File: src/rtl/vc_pop_scheduler_if.sv
// Bus between the pop scheduler, the main FIFO and the two VC FIFOs.
// master is the scheduler side, slave is the FIFO side.
interface vc_pop_scheduler_if #(
  parameter int DATA_SIZE = 6
);
  logic                 fifo_empty_main;
  logic                 fifo_error_main;
  logic [DATA_SIZE-1:0] data_main;
  logic                 pop_main;
  logic                 pause_vc0;
  logic                 pause_vc1;
  logic                 error_vc0;
  logic                 error_vc1;
  logic                 push_vc0;
  logic                 push_vc1;
  logic [DATA_SIZE-1:0] data_vc;

  modport master (
    input  fifo_empty_main, fifo_error_main, data_main,
    input  pause_vc0, pause_vc1, error_vc0, error_vc1,
    output pop_main, push_vc0, push_vc1, data_vc
  );

  modport slave (
    output fifo_empty_main, fifo_error_main, data_main,
    output pause_vc0, pause_vc1, error_vc0, error_vc1,
    input  pop_main, push_vc0, push_vc1, data_vc
  );
endinterface

File: src/rtl/vc_pop_scheduler.sv
// Pops the main FIFO and steers each word to VC0/VC1 by its selector bit;
// also owns the FIFO threshold registers and the RESET/INIT/IDLE/ACTIVE/ERROR FSM.
module vc_pop_scheduler #(
  parameter int DATA_SIZE  = 6,
  parameter int VC_SEL_BIT = 4,
  parameter int THRESH_W   = 2
) (
  input  logic                clk,
  input  logic                reset,
  input  logic                init,
  input  logic [THRESH_W-1:0] afMF_in,
  input  logic [THRESH_W-1:0] aeMF_in,
  input  logic [THRESH_W-1:0] afVC_in,
  input  logic [THRESH_W-1:0] aeVC_in,
  vc_pop_scheduler_if.master  bus,
  output logic [THRESH_W-1:0] afMF_o,
  output logic [THRESH_W-1:0] aeMF_o,
  output logic [THRESH_W-1:0] afVC_o,
  output logic [THRESH_W-1:0] aeVC_o,
  output logic [2:0]          state,
  output logic                idle_out,
  output logic                error_out
);

  localparam logic [2:0] ST_RESET  = 3'd0;
  localparam logic [2:0] ST_INIT   = 3'd1;
  localparam logic [2:0] ST_IDLE   = 3'd2;
  localparam logic [2:0] ST_ACTIVE = 3'd3;
  localparam logic [2:0] ST_ERROR  = 3'd4;

  logic [2:0] state_next;
  logic       any_error;
  logic       in_flight;
  logic       pop;

  assign any_error = bus.fifo_error_main | bus.error_vc0 | bus.error_vc1;

  // Both pauses gate the pop: the destination VC is only known once the word arrives.
  assign pop = (state == ST_ACTIVE) && !bus.fifo_empty_main &&
               !bus.pause_vc0 && !bus.pause_vc1 && !any_error;
  assign bus.pop_main = pop;

  assign idle_out  = (state == ST_IDLE);
  assign error_out = (state == ST_ERROR);

  always_comb begin
    // NOTE: state_next defaults to state so every path assigns it and no latch is inferred.
    state_next = state;
    case (state)
      ST_RESET: state_next = ST_INIT;
      ST_INIT: begin
        if (any_error)  state_next = ST_ERROR;
        else if (!init) state_next = ST_IDLE;
      end
      ST_IDLE: begin
        if (any_error)                 state_next = ST_ERROR;
        else if (init)                 state_next = ST_INIT;
        else if (!bus.fifo_empty_main) state_next = ST_ACTIVE;
      end
      ST_ACTIVE: begin
        // init is deliberately ignored here; leave only once fully drained.
        if (any_error)                                       state_next = ST_ERROR;
        else if (bus.fifo_empty_main && !pop && !in_flight)  state_next = ST_IDLE;
      end
      ST_ERROR: state_next = ST_ERROR;
      default:  state_next = ST_ERROR;
    endcase
  end

  // NOTE: sequential state uses non-blocking assignments so all registers update together.
  always_ff @(posedge clk or posedge reset) begin
    if (reset) state <= ST_RESET;
    else       state <= state_next;
  end

  // Thresholds track the inputs throughout INIT and hold everywhere else, including ERROR.
  always_ff @(posedge clk or posedge reset) begin
    if (reset) begin
      afMF_o <= '0;
      aeMF_o <= '0;
      afVC_o <= '0;
      aeVC_o <= '0;
    end else if (state == ST_INIT) begin
      afMF_o <= afMF_in;
      aeMF_o <= aeMF_in;
      afVC_o <= afVC_in;
      aeVC_o <= aeVC_in;
    end
  end

  // Two-edge pipeline: pop -> in_flight (data_main valid) -> registered push.
  // A word in flight is pushed regardless of state, so it survives entry to ERROR.
  always_ff @(posedge clk or posedge reset) begin
    if (reset) begin
      in_flight    <= 1'b0;
      bus.push_vc0 <= 1'b0;
      bus.push_vc1 <= 1'b0;
      bus.data_vc  <= '0;
    end else begin
      in_flight    <= pop;
      bus.push_vc0 <= in_flight && !bus.data_main[VC_SEL_BIT];
      bus.push_vc1 <= in_flight &&  bus.data_main[VC_SEL_BIT];
      if (in_flight) bus.data_vc <= bus.data_main;
    end
  end

endmodule

File: src/flat_wrapper.sv
// flat-port wrapper written by rule: the top's interface ports become plain ports
module vc_pop_scheduler_flat 
#(
  parameter int DATA_SIZE  = 6,
  parameter int VC_SEL_BIT = 4,
  parameter int THRESH_W   = 2
)
  (clk, reset, init, afMF_in, aeMF_in, afVC_in, aeVC_in, afMF_o, aeMF_o, afVC_o, aeVC_o, state, idle_out, error_out, bus_fifo_empty_main, bus_fifo_error_main, bus_data_main, bus_pause_vc0, bus_pause_vc1, bus_error_vc0, bus_error_vc1, bus_pop_main, bus_push_vc0, bus_push_vc1, bus_data_vc);
  vc_pop_scheduler_if #(.DATA_SIZE(DATA_SIZE)) bus_i ();
  input  logic clk;
  input  logic reset;
  input  logic init;
  input  logic [THRESH_W-1:0] afMF_in;
  input  logic [THRESH_W-1:0] aeMF_in;
  input  logic [THRESH_W-1:0] afVC_in;
  input  logic [THRESH_W-1:0] aeVC_in;
  output logic [THRESH_W-1:0] afMF_o;
  output logic [THRESH_W-1:0] aeMF_o;
  output logic [THRESH_W-1:0] afVC_o;
  output logic [THRESH_W-1:0] aeVC_o;
  output logic [2:0] state;
  output logic idle_out;
  output logic error_out;
  input wire logic [$bits(bus_i.fifo_empty_main)-1:0] bus_fifo_empty_main;
  input wire logic [$bits(bus_i.fifo_error_main)-1:0] bus_fifo_error_main;
  input wire logic [$bits(bus_i.data_main)-1:0] bus_data_main;
  input wire logic [$bits(bus_i.pause_vc0)-1:0] bus_pause_vc0;
  input wire logic [$bits(bus_i.pause_vc1)-1:0] bus_pause_vc1;
  input wire logic [$bits(bus_i.error_vc0)-1:0] bus_error_vc0;
  input wire logic [$bits(bus_i.error_vc1)-1:0] bus_error_vc1;
  output wire logic [$bits(bus_i.pop_main)-1:0] bus_pop_main;
  output wire logic [$bits(bus_i.push_vc0)-1:0] bus_push_vc0;
  output wire logic [$bits(bus_i.push_vc1)-1:0] bus_push_vc1;
  output wire logic [$bits(bus_i.data_vc)-1:0] bus_data_vc;
  assign bus_i.fifo_empty_main = bus_fifo_empty_main;
  assign bus_i.fifo_error_main = bus_fifo_error_main;
  assign bus_i.data_main = bus_data_main;
  assign bus_i.pause_vc0 = bus_pause_vc0;
  assign bus_i.pause_vc1 = bus_pause_vc1;
  assign bus_i.error_vc0 = bus_error_vc0;
  assign bus_i.error_vc1 = bus_error_vc1;
  assign bus_pop_main = bus_i.pop_main;
  assign bus_push_vc0 = bus_i.push_vc0;
  assign bus_push_vc1 = bus_i.push_vc1;
  assign bus_data_vc = bus_i.data_vc;
  vc_pop_scheduler #(.DATA_SIZE(DATA_SIZE), .VC_SEL_BIT(VC_SEL_BIT), .THRESH_W(THRESH_W)) u_core (.clk(clk), .reset(reset), .init(init), .afMF_in(afMF_in), .aeMF_in(aeMF_in), .afVC_in(afVC_in), .aeVC_in(aeVC_in), .bus(bus_i), .afMF_o(afMF_o), .aeMF_o(aeMF_o), .afVC_o(afVC_o), .aeVC_o(aeVC_o), .state(state), .idle_out(idle_out), .error_out(error_out));
endmodule
File: config.mk
export PLATFORM = sky130hd
export DESIGN_NAME = vc_pop_scheduler_flat
export DESIGN_NICKNAME = d
export VERILOG_FILES = /design/src/rtl/vc_pop_scheduler_if.sv /design/src/rtl/vc_pop_scheduler.sv /design/src/flat_wrapper.sv
export SDC_FILE = /design/constraint.sdc
export NUM_CORES = 1
export LEC_CHECK = 0
export BUFFER_PORTS_ARGS = -buffer_cell sky130_fd_sc_hd__buf_4
export CORE_MARGIN = 3
export CORE_UTILIZATION = 38
export CTS_CLUSTER_SIZE = 40
export DETAILED_ROUTE_END_ITERATION = 10
export PLACE_DENSITY_LB_ADDON = 0.08
export SYNTH_ARGS = -nofsm -noshare
export SYNTH_HDL_FRONTEND = slang
export SYNTH_SLANG_ARGS = --single-unit
export TNS_END_PERCENT = 10
File: constraint.sdc
create_clock -name clk -period 1.4 [get_ports clk]
set_input_delay 0 -clock clk [delete_from_list [all_inputs] [get_ports clk]]
set_output_delay 0 -clock clk [all_outputs]
set_load 0.05 [all_outputs]
==> flow_metrics.tcl <==
set metrics [dict create \
    status "finished with violations" \
    violations "hold timing, setup timing" \
    wl_per_cell_um 13.1 \
    overflow 0 \
    final_nets 147 \
    antennaDiodeCount 0 \
    wl_um 1970 \
    dr_total_vias 693 \
    place_inst 129 \
    hold_viol_final 1 \
    finalCriticalPeriod_ns 1.51 \
    ant_nets 0 \
    clock-sinks 20 \
    synth_cell_types 19 \
    leakagePower_nw 0.739 \
    nFillCells 155 \
    end_kind "output pin" \
    crit_path_end "bus_pop_main" \
    drive_gt1_share_pct 60.2 \
    clk_transition_reported_paths_ns 0.11 \
    synth_top_area_cell "dfrtp_1" \
    ys_seq_elements 20 \
    start_util_pct 40.9 \
    first_pass_iters 1 \
    die_area_sq_um 2750 \
    startpoint_type "primary input" \
    critPathKind "primary input to output pin" \
    rows 16 \
    finalPower_mw 1.06 \
    fin_area_sq_um 1450 \
    cap_violations 0 \
    clock_path_buffers 2 \
    mappedNetlistArea_sq_um 818 \
    grt_pass1_wl_um 3050 \
    viasPerCell 4.62 \
    die_h_um 52.4 \
    r2r-start "u_core.state[0]" \
    setup_viol 3 \
    post-route-period-util_pct 108 \
    antenna_found_initial 0 \
    cp.required_ns 1.40 \
    worst_skew_pair.late_latency_ns 0.29 \
    totalNegativeSetupSlack_ns -0.120 \
    layoutNonFillerInstCount 150 \
    die_w_um 52.4 \
    hold_class "primary input to flop" \
    area_growth_pct 76.6 \
    ys_warn_count 0 \
    synth_area_leaders "dfrtp_1 (61%), mux2_2 (19%), nor3b_4 (2.3%)" \
    cts_tree "done" \
    gp_congestion 0.742 \
    port_buffers 44 \
    powerDensity_nw_per_um2 733 \
    maxSlewViolCount 0 \
    critical_path_peak_fanout 2 \
    ys_seq_area_share_pct 61.2 \
    grt_max_degree 21 \
    synth_top_area_share_pct 61.2 \
    core_area_sq_um 2000 \
    netlist_instances 57 \
    startpoint "bus_error_vc0" \
    peakVddDrop_mv 0.499 \
    setup_ws_ns -0.113 \
    drc 0 \
    htree_levels 1 \
    reg2reg_slack_ns 0 \
    ios 45 \
    grt_usage_pct 15.3 \
    timing.fmax_ghz 0.661 \
    cp.arrival_ns 1.51 \
    synth_nets 80 \
    holdWs_ns -0.0263 \
    worstMarginPinSlew_ns 0.730 \
    relSlewSlack_pct 51.3 \
    avgSynthCellArea_sq_um 14.4 \
    numCtsBuffers 3 \
    post_dp_cell_area_sq_um 1210 \
    r2r-end "u_core.afMF_o[0]" \
    rr_worst_depth 3 \
    dp_hpwl_um 1410 \
    root_buffer "clkbuf_4" \
    drt-initial-drc-count 0 \
    rsz0062_at_grt "yes" \
    grt_pass1_vias 678 \
    fin_skew_ns 0.00367 \
]
cells in the final DEF (no fill, tap or decap), types with 2 or more instances in the layout:
cell,netlist,final
buf_6,0,3
dlygate4sd3_1,0,16
nor3_1,3,2
mux2_2,14,14
nor2b_1,2,2
dfrtp_1,20,19
clkbuf_4,0,3
buf_4,0,44
nand2b_1,2,2
Yosys cell counts (all sizes together):
cell,n
dfrtp,20
mux2,14
nor3,3
a21oi,2
and2,2
nand2b,2
nor2,2
nor2b,2
a221o,1
buf,1
clkbuf,1
inv,1
nand3b,1
nor3b,1
o2111ai,1
o21bai,1
or3,1
or4b,1
area by class of cell:
cell class	instances	area [sq um]	share of cell area (%)
multi-input combinational	34	330	22.9
clock buffer	4	36.3	2.51
inverter	1	3.75	0.260
sequential	20	502	34.7
timing repair buffer	64	539	37.3
tap	27	33.8	2.34
how the worst min path moves through the flow:
stage / from / endpoint / depth (start not counted)
finish: bus_pause_vc1 / u_core.in_flight / 3
global route: bus_pause_vc1 / u_core.in_flight / 3
detailed placement: reset / u_core.afMF_o[0] / 2
CTS: bus_pause_vc1 / u_core.in_flight / 3
global placement: reset / u_core.afVC_o[1] / 2
floorplan: reset / u_core.aeMF_o[0] / 1
critical path, stage by stage:
cell,delay (ns)
buf_4,0.11
or3_4,0.38
dlygate4sd3_1,0.62
nor3_4,0.22
buf_6,0.18
flip-flops by register name (all words and copies together) (netlist names):
register and cells:
u_core.afMF_o 2, u_core.aeVC_o 2, u_core.afVC_o 2, u_core.bus.push_vc1 1
u_core.bus.data_vc 6, u_core.in_flight 1, u_core.aeMF_o 2, u_core.state 3
u_core.bus.push_vc0 1
metal layers:
metal,share of wire [%],wire (um),GRT usage [%]
met3,7.3,143,2.85
met2,55,1070,28.5
met1,38,750,16.7
met4,0,0,6.38
met5,0,0,0
cells by family after synthesis:
family	Yosys count	synth area share, %
buffers and inverters	3	1.53
AND/OR/NAND/NOR	15	13.1
AO/OA/AOI/OAI	5	4.89
multiplexers	14	19.3
flip-flops	20	61.2
timing repair:
action / in CTS / in global routing
gates resized for setup: 8 / 1
pin swaps: 1 / 0
hold endpoints to repair: 38 / 2
setup buffers: 1 / 0
hold buffers: 15 / 1
setup endpoints to repair: 2 / 11
stage by stage:
stage	worst slack, ns	utilization (%)
2_1_floorplan	-0.278	-
3_3_place_gp	0.0990	60.4
3_5_place_dp	0.0649	60.4
4_1_cts	-0.109	71.5
5_1_grt	-0.181	72.2
6_report	-0.113	72.2
power breakdown:
| part | switching [mW] | internal [mW] | leakage (nW) |
|---|---|---|---|
| Combinational | 0.0627 | 0.0864 | 0.447 |
| Sequential | 0.00351 | 0.584 | 0.271 |
| Clock | 0.165 | 0.158 | 0.0210 |
| Total | 0.231 | 0.828 | 0.739 |
Power figures use the tool's default switching activity.
